## config.mk

```make
export PLATFORM = sky130hd
export DESIGN_NAME = uart_tx_mmio
export DESIGN_NICKNAME = d
export VERILOG_FILES = /design/src/rtl/uart_pkg.sv /design/src/rtl/uart_tx_fifo.sv /design/src/rtl/uart_tx_mmio.sv
export SDC_FILE = /design/constraint.sdc
export NUM_CORES = 1
export LEC_CHECK = 0
export BUFFER_PORTS_ARGS = -buffer_cell sky130_fd_sc_hd__buf_4
export CAP_MARGIN = 25
export CORE_MARGIN = 4
export CORE_UTILIZATION = 50
export DETAILED_ROUTE_END_ITERATION = 6
export GPL_TIMING_DRIVEN = 1
export MAX_ROUTING_LAYER = met4
export PLACE_DENSITY_LB_ADDON = 0.05
export SLEW_MARGIN = 30
export SYNTH_ARGS = -nofsm -noshare
export SYNTH_HDL_FRONTEND = slang
export SYNTH_HIERARCHICAL = 1
export SYNTH_SLANG_ARGS = --single-unit
```

## constraint.sdc

```tcl
create_clock -name clk -period 4.3 [get_ports clk]
set_clock_uncertainty 0.15 [all_clocks]
set_input_delay 0.645 -clock clk [delete_from_list [all_inputs] [get_ports clk]]
set_output_delay 0.645 -clock clk [all_outputs]
set_load 0.1 [all_outputs]
```

## src/rtl/uart_pkg.sv

```systemverilog
// rtl/uart_pkg.sv - shared register offsets, STATUS bit indices and shifter states
//
// Purpose: constants and types shared by the UART transmitter files.
// Ports:   none (package).
package uart_pkg;

  // Byte offsets within the peripheral window
  localparam logic [3:0] UART_TXDATA  = 4'h0;
  localparam logic [3:0] UART_STATUS  = 4'h4;
  localparam logic [3:0] UART_BAUDDIV = 4'h8;

  // STATUS register bit positions
  localparam int STAT_BUSY  = 0;
  localparam int STAT_FULL  = 1;
  localparam int STAT_OVF   = 2;
  localparam int STAT_EMPTY = 3;

  typedef enum logic [1:0] {
    ST_IDLE  = 2'd0,
    ST_START = 2'd1,
    ST_DATA  = 2'd2,
    ST_STOP  = 2'd3
  } uart_state_e;

endpackage

```

## src/rtl/uart_tx_fifo.sv

```systemverilog
// rtl/uart_tx_fifo.sv - byte queue feeding the UART shifter
//
// Purpose: synchronous FIFO with push/pop, full/empty. A push into a full
//          queue is accepted when a pop happens in the same cycle; the byte
//          lands at the tail and the count stays full.
// Ports:   clk_i, rst_ni (async active-low), push_i, pop_i, wdata_i[7:0],
//          head_o[7:0] (current head, valid when not empty), full_o, empty_o.
module uart_tx_fifo #(
  parameter int DEPTH = 4
) (
  input  logic       clk_i,
  input  logic       rst_ni,
  input  logic       push_i,
  input  logic       pop_i,
  input  logic [7:0] wdata_i,
  output logic [7:0] head_o,
  output logic       full_o,
  output logic       empty_o
);

  localparam int AW = $clog2(DEPTH);

  logic [7:0]    mem_q [DEPTH];
  logic [AW-1:0] rd_ptr_q, rd_ptr_d;
  logic [AW-1:0] wr_ptr_q, wr_ptr_d;
  logic [AW:0]   count_q, count_d;
  logic          do_push, do_pop;

  assign full_o  = (count_q == (AW+1)'(DEPTH));
  assign empty_o = (count_q == '0);
  assign do_pop  = pop_i && !empty_o;
  assign do_push = push_i && (!full_o || do_pop);
  assign head_o  = mem_q[rd_ptr_q];

  // Pointers wrap naturally because DEPTH is a power of two
  always_comb begin
    rd_ptr_d = rd_ptr_q;
    wr_ptr_d = wr_ptr_q;
    count_d  = count_q;
    if (do_pop)  rd_ptr_d = rd_ptr_q + AW'(1);
    if (do_push) wr_ptr_d = wr_ptr_q + AW'(1);
    case ({do_push, do_pop})
      2'b10:   count_d = count_q + (AW+1)'(1);
      2'b01:   count_d = count_q - (AW+1)'(1);
      default: count_d = count_q;
    endcase
  end

  always_ff @(posedge clk_i or negedge rst_ni) begin
    if (!rst_ni) begin
      rd_ptr_q <= '0;
      wr_ptr_q <= '0;
      count_q  <= '0;
    end else begin
      rd_ptr_q <= rd_ptr_d;
      wr_ptr_q <= wr_ptr_d;
      count_q  <= count_d;
    end
  end

  always_ff @(posedge clk_i) begin
    if (do_push) mem_q[wr_ptr_q] <= wdata_i;
  end

endmodule

```

## src/rtl/uart_tx_mmio.sv

```systemverilog
// rtl/uart_tx_mmio.sv - memory-mapped 8N1 UART transmitter
//
// Purpose: CPU stores to TXDATA queue bytes that are shifted out LSB first
//          as 8N1 frames; loads return STATUS/BAUDDIV.
// Ports:   clk, rst (async active-low), sel, we, addr[3:0], wdata[31:0],
//          rdata[31:0] (combinational, 0 when not selected), tx (idle high),
//          irq (queue empty and shifter idle).
// Config:  UART_TX_FIFO_EN selects a FIFO_DEPTH-entry queue; otherwise a
//          single holding register is used.
module uart_tx_mmio
  import uart_pkg::*;
#(
  parameter int unsigned DEFAULT_DIV = 434,
  parameter int          FIFO_DEPTH  = 4
) (
  input  logic        clk,
  input  logic        rst,
  input  logic        sel,
  input  logic        we,
  input  logic [3:0]  addr,
  input  logic [31:0] wdata,
  output logic [31:0] rdata,
  output logic        tx,
  output logic        irq
);

  localparam logic [15:0] DIV_RST = 16'(DEFAULT_DIV);

  logic wr_txdata, wr_status, wr_baud;
  assign wr_txdata = sel && we && (addr == UART_TXDATA);
  assign wr_status = sel && we && (addr == UART_STATUS);
  assign wr_baud   = sel && we && (addr == UART_BAUDDIV);

  logic unused_wdata;
  assign unused_wdata = ^wdata[31:16];

  uart_state_e state_q, state_d;
  logic [15:0] baud_q, baud_d;    // programmed divider
  logic [15:0] div_q, div_d;      // divider in force for the current bit
  logic [15:0] timer_q, timer_d;
  logic [7:0]  shift_q, shift_d;
  logic [2:0]  bit_q, bit_d;
  logic        ovf_q, ovf_d;
  logic        q_full, q_empty, pop;
  logic [7:0]  q_head;
  logic        bit_end, busy;

  assign busy    = (state_q != ST_IDLE);
  assign bit_end = busy && (timer_q == div_q - 16'd1);

`ifdef UART_TX_FIFO_EN
  uart_tx_fifo #(.DEPTH(FIFO_DEPTH)) u_fifo (
    .clk_i   (clk),
    .rst_ni  (rst),
    .push_i  (wr_txdata),
    .pop_i   (pop),
    .wdata_i (wdata[7:0]),
    .head_o  (q_head),
    .full_o  (q_full),
    .empty_o (q_empty)
  );
`else
  logic       hold_vld_q, hold_vld_d;
  logic [7:0] hold_q, hold_d;

  // A store while the register is occupied is still taken if the shifter
  // empties it on the same edge.
  always_comb begin
    hold_vld_d = hold_vld_q;
    hold_d     = hold_q;
    if (pop) hold_vld_d = 1'b0;
    if (wr_txdata && (!hold_vld_q || pop)) begin
      hold_d     = wdata[7:0];
      hold_vld_d = 1'b1;
    end
  end

  always_ff @(posedge clk or negedge rst) begin
    if (!rst) begin
      hold_vld_q <= 1'b0;
      hold_q     <= 8'h00;
    end else begin
      hold_vld_q <= hold_vld_d;
      hold_q     <= hold_d;
    end
  end

  assign q_head  = hold_q;
  assign q_full  = hold_vld_q;
  assign q_empty = !hold_vld_q;
`endif

  // Register writes
  always_comb begin
    baud_d = baud_q;
    ovf_d  = ovf_q;
    if (wr_baud) baud_d = (wdata[15:0] == 16'd0) ? 16'd1 : wdata[15:0];
    if (wr_status && wdata[STAT_OVF]) ovf_d = 1'b0;
    if (wr_txdata && q_full && !pop) ovf_d = 1'b1;
  end

  // Shifter FSM. The divider is resampled only at bit boundaries so a
  // BAUDDIV change never stretches or truncates the bit in flight. A
  // pending byte is popped straight out of STOP so frames run back to back.
  always_comb begin
    state_d = state_q;
    timer_d = timer_q;
    div_d   = div_q;
    shift_d = shift_q;
    bit_d   = bit_q;
    pop     = 1'b0;
    if (busy) timer_d = bit_end ? 16'd0 : timer_q + 16'd1;
    if (bit_end) div_d = baud_q;
    case (state_q)
      ST_IDLE: begin
        if (!q_empty) begin
          pop     = 1'b1;
          shift_d = q_head;
          bit_d   = 3'd0;
          timer_d = 16'd0;
          div_d   = baud_q;
          state_d = ST_START;
        end
      end
      ST_START: begin
        if (bit_end) state_d = ST_DATA;
      end
      ST_DATA: begin
        if (bit_end) begin
          shift_d = {1'b0, shift_q[7:1]};
          bit_d   = bit_q + 3'd1;
          if (bit_q == 3'd7) state_d = ST_STOP;
        end
      end
      ST_STOP: begin
        if (bit_end) begin
          if (!q_empty) begin
            pop     = 1'b1;
            shift_d = q_head;
            bit_d   = 3'd0;
            state_d = ST_START;
          end else begin
            state_d = ST_IDLE;
          end
        end
      end
      default: state_d = ST_IDLE;
    endcase
  end

  always_ff @(posedge clk or negedge rst) begin
    if (!rst) begin
      state_q <= ST_IDLE;
      baud_q  <= DIV_RST;
      div_q   <= DIV_RST;
      timer_q <= 16'd0;
      shift_q <= 8'h00;
      bit_q   <= 3'd0;
      ovf_q   <= 1'b0;
    end else begin
      state_q <= state_d;
      baud_q  <= baud_d;
      div_q   <= div_d;
      timer_q <= timer_d;
      shift_q <= shift_d;
      bit_q   <= bit_d;
      ovf_q   <= ovf_d;
    end
  end

  always_comb begin
    case (state_q)
      ST_START: tx = 1'b0;
      ST_DATA:  tx = shift_q[0];
      default:  tx = 1'b1;
    endcase
  end

  assign irq = q_empty && (state_q == ST_IDLE);

  always_comb begin
    rdata = 32'h0;
    if (sel) begin
      case (addr)
        UART_STATUS: begin
          rdata[STAT_BUSY]  = busy;
          rdata[STAT_FULL]  = q_full;
          rdata[STAT_OVF]   = ovf_q;
          rdata[STAT_EMPTY] = q_empty;
        end
        UART_BAUDDIV: rdata[15:0] = baud_q;
        default: rdata = 32'h0;
      endcase
    end
  end

endmodule

```

==> Flow_metrics.wiki <==
{| class="wikitable"
! Metric !! Value
|-
| Sum of buffers and inverters on the critical path || 1
|-
| Proportion of layout cells with a drive suffix above 1 || 0.258
|-
| Global-route wire length before repair || 15700 um
|-
| Clock tree from TritonCTS || built
|-
| DIE WIDTH || 101 um
|-
| Sequential share of the synthesized area || 0.410
|-
| Family with the most delay on the worst path || simple AND/OR/NAND/NOR gates
|-
| Avg Vias per Cell || 5.48
|-
| Layout fillers || 712
|-
| Floorplan die height || 101 um
|-
| Detailed Place HPWL || 6490 um
|-
| Count of cells resized by post-cts repair || 0
|-
| Clock Tree Buf Depth || 2
|-
| Worst-margin pin slew || 0.908 ns
|-
| RD Place Congestion || 0.829
|-
| Seq cells post-synth || 71
|-
| Vias in the first global route || 3061
|-
| Worst IR Drop VDD || 174 uV
|-
| Number of core rows || 33
|-
| # diodes || 0
|-
| Post-route antenna net violation count || 0
|-
| Final routed DRC violation total || 0
|-
| Initial core utilization || 0.523
|-
| Worst-path cell chain || inv_1 > ha_1 > or4b_1 > nor4b_4 > xnor2_1 > a2111oi_2 > o2111a_2 > and2_4 > o21a_1 > mux2_4
|-
| Slew Limit Fails || 0
|-
| Syn Area/Cell || 10.4 um2
|-
| Count of placed standard cells in the final layout, fillers left out || 563
|-
| Outcome || complete, no violations
|-
| Wire length after detailed routing || 9190 um
|-
| Global-route congestion overflow total || 0
|-
| GRT Overall Usage || 0.201
|-
| Total via count in the routed design || 3087
|-
| Critical path's largest stage delay || 0.61 ns
|-
| Clock sink count || 71
|-
| Warnings, synthesis || 6
|-
| Static leakage power || 2.19 nW
|-
| Largest net degree at the start of global routing || 72
|-
| Data arrival time of the critical path || 3.63 ns
|-
| Cell Count Post-Placement || 547
|-
| Final total negative setup slack || 0 ns
|-
| Share of async-settable or async-resettable flops after synthesis || 1.00
|-
| Hold slack final || 0.129 ns
|-
| Area occupied by multi-input gates || 0.00236 mm2
|-
| Core area || 0.00834 mm2
|-
| Skew-Pair Late Insertion Delay || 0.35 ns
|-
| Power per Cell Area || 383 mW/mm2
|-
| Pre-CTS setup slack || 0.737 ns
|-
| Post-layout worst setup margin || 0.747 ns
|-
| Top-level port count || 74
|-
| Detailed-routing iteration count for the pre-antenna-repair pass || 4
|-
| Startpoint type of the worst setup path || register
|-
| Hold Violations, Final || 0
|-
| Total of buffers placed on input and output ports || 41
|-
| P&R area growth vs syn || 12.3%
|-
| CP Capture Type || register
|-
| Mapped Area || 0.00436 mm2
|-
| Total CTS buffers || 9
|-
| Postcts setup bufs || 0
|-
| Required time at the endpoint of the critical path || 4.38 ns
|-
| Detailed router's first-iteration violation count || 143
|-
| Critical path fanouts, max || 8
|-
| Fmax achieved || 281 MHz
|-
| WS Path Type || reg -> reg
|-
| Library cell used as clock root buffer || clkbuf_8
|-
| Path category of the worst min-delay check || in -> async
|-
| CTS H-tree lvls || 3
|-
| Synth Instances || 421
|-
| Number of antenna violations at the first check in global routing || 0
|-
| RSZ-0062 raised after global routing || no
|-
| Finish-stage setup viols || 0
|-
| Number of distinct standard cells referenced by the synthesized netlist || 67
|-
| Cell at the slowest stage of the critical path || or4b_1
|-
| Post-route clock period utilization || 0.826
|-
| Maximum capacitance violations || 0
|-
| Worst slew slack as a fraction of its limit || 0.395
|-
| Total area of sequential cells || 0.00179 mm2
|-
| EDFF count, synth || 0
|-
| Most used flip-flop cell after synthesis || dfrtp_1
|-
| Hold Buf Count CTS || 0
|-
| Post-CTS clock slew at the launch and capture registers of the worst setup and hold paths || 0.09 ns
|-
| Min Clock Period, post-route || 3.55 ns
|-
| Total die area || 0.0103 mm2
|-
| Nets@finish || 502
|-
| Most frequent cells in the layout || dfrtp_1, buf_4, nand2_1, nor2_1
|-
| Most common cell after layout, fill and taps aside || dfrtp_1
|-
| WL per Instance || 16.3 um
|}
-- worst register-to-register path, delay by kind of cell, from the launching register on --
family / cells / cell delay (ns)
compound gates: 3 / 1.07
xor+xnor: 1 / 0.11
fa+ha+maj: 1 / 0.21
buf+inv: 1 / 0.07
flops: 1 / 0.42
mux: 1 / 0.35
simple gates: 3 / 1.06
-- synthesized netlist by cell type (all sizes together) (2+ instances only) --
cell type,instances,area [um2]
a2111oi,2,23.8
a21oi,4,23.8
a22o,5,43.8
a22oi,2,15.0
a31oi,9,56.3
and2,15,96.3
and3,9,56.3
buf,25,190
clkbuf,12,45.0
dfrtp,61,1530
dfstp,10,263
ha,9,113
inv,10,37.5
mux2,50,593
mux2i,2,20.0
nand2,28,105
nand3,26,135
nand3b,13,97.6
nor2,27,101
nor2b,5,31.3
nor3,8,45.0
nor3b,3,32.5
nor4,6,52.6
nor4b,3,47.5
o211ai,9,67.6
o21ai,12,60.1
o31ai,2,15.0
or4,2,18.8
xnor2,22,193
xor2,9,78.8
-- worst paths after layout --
kind | end | slack [ns] | cells past startpoint | startpoint
max reg2reg | shift_q[4] | 0.75 | 10 | div_q[0]
min in group clk | div_q[15] | 0.37 | 1 | div_q[15]
max in group asynchronous | ovf_q | 3.39 | 1 | rst
min | timer_q[11] | 0.13 | 1 | rst
max | shift_q[4] | 0.75 | 10 | div_q[0]
min reg2reg | div_q[15] | 0.37 | 1 | div_q[15]
-- area by class of cell --
class / count / area share
well taps: 105 / 0.0268
clock inverters: 7 / 0.0260
clock buffers: 9 / 0.0253
repair buffers: 43 / 0.0666
multi-input cells: 318 / 0.483
inverters: 10 / 0.00766
flip-flops and latches: 71 / 0.365
-- per-stage QoR --
stage | util | power, mW | cell area [um2]
detailed placement | 0.557 | 1.22 | 4650
global route | 0.588 | 1.98 | 4900
global placement | 0.557 | 1.21 | 4650
floorplan | - | 1.13 | 4420
CTS | 0.587 | 1.89 | 4900
finish | 0.588 | 1.88 | 4900
-- cell families after synthesis --
kind of cell             count (synthesis)  synth area share
XOR/XNOR                                31            0.0622
AO/OA/AOI/OAI                           56            0.0929
flip-flops                              71             0.410
buffers and inverters                   47            0.0625
AND/OR/NAND/NOR                        154             0.205
adder cells (fa/ha/maj)                  9            0.0258
other                                    1          0.000859
multiplexers                            52             0.140
-- layer usage --
metal / wire length (um) / global-route usage / up-vias
met1: 4750 / 0.307 / 1458
li1: - / - / 1528
met4: 175 / 0.0757 / 0
met2: 3830 / 0.269 / 86
met5: 0 / - / -
met3: 427 / 0.0248 / 15
-- flip-flops by register name, summed over array words and instances, names as in the netlist --
signal      cells
ovf_q           1
hold_vld_q      1
div_q          16
timer_q        16
baud_q         16
state_q         2
shift_q         8
bit_q           3
hold_q          8
-- power by group --
part           leakage, nW  switching (mW)  total (mW)  internal [mW]
registers            0.841          0.0817       0.813          0.731
logic                 1.22           0.219       0.391          0.172
clock network        0.126           0.281       0.675          0.394
Power figures use the tool's default switching activity.
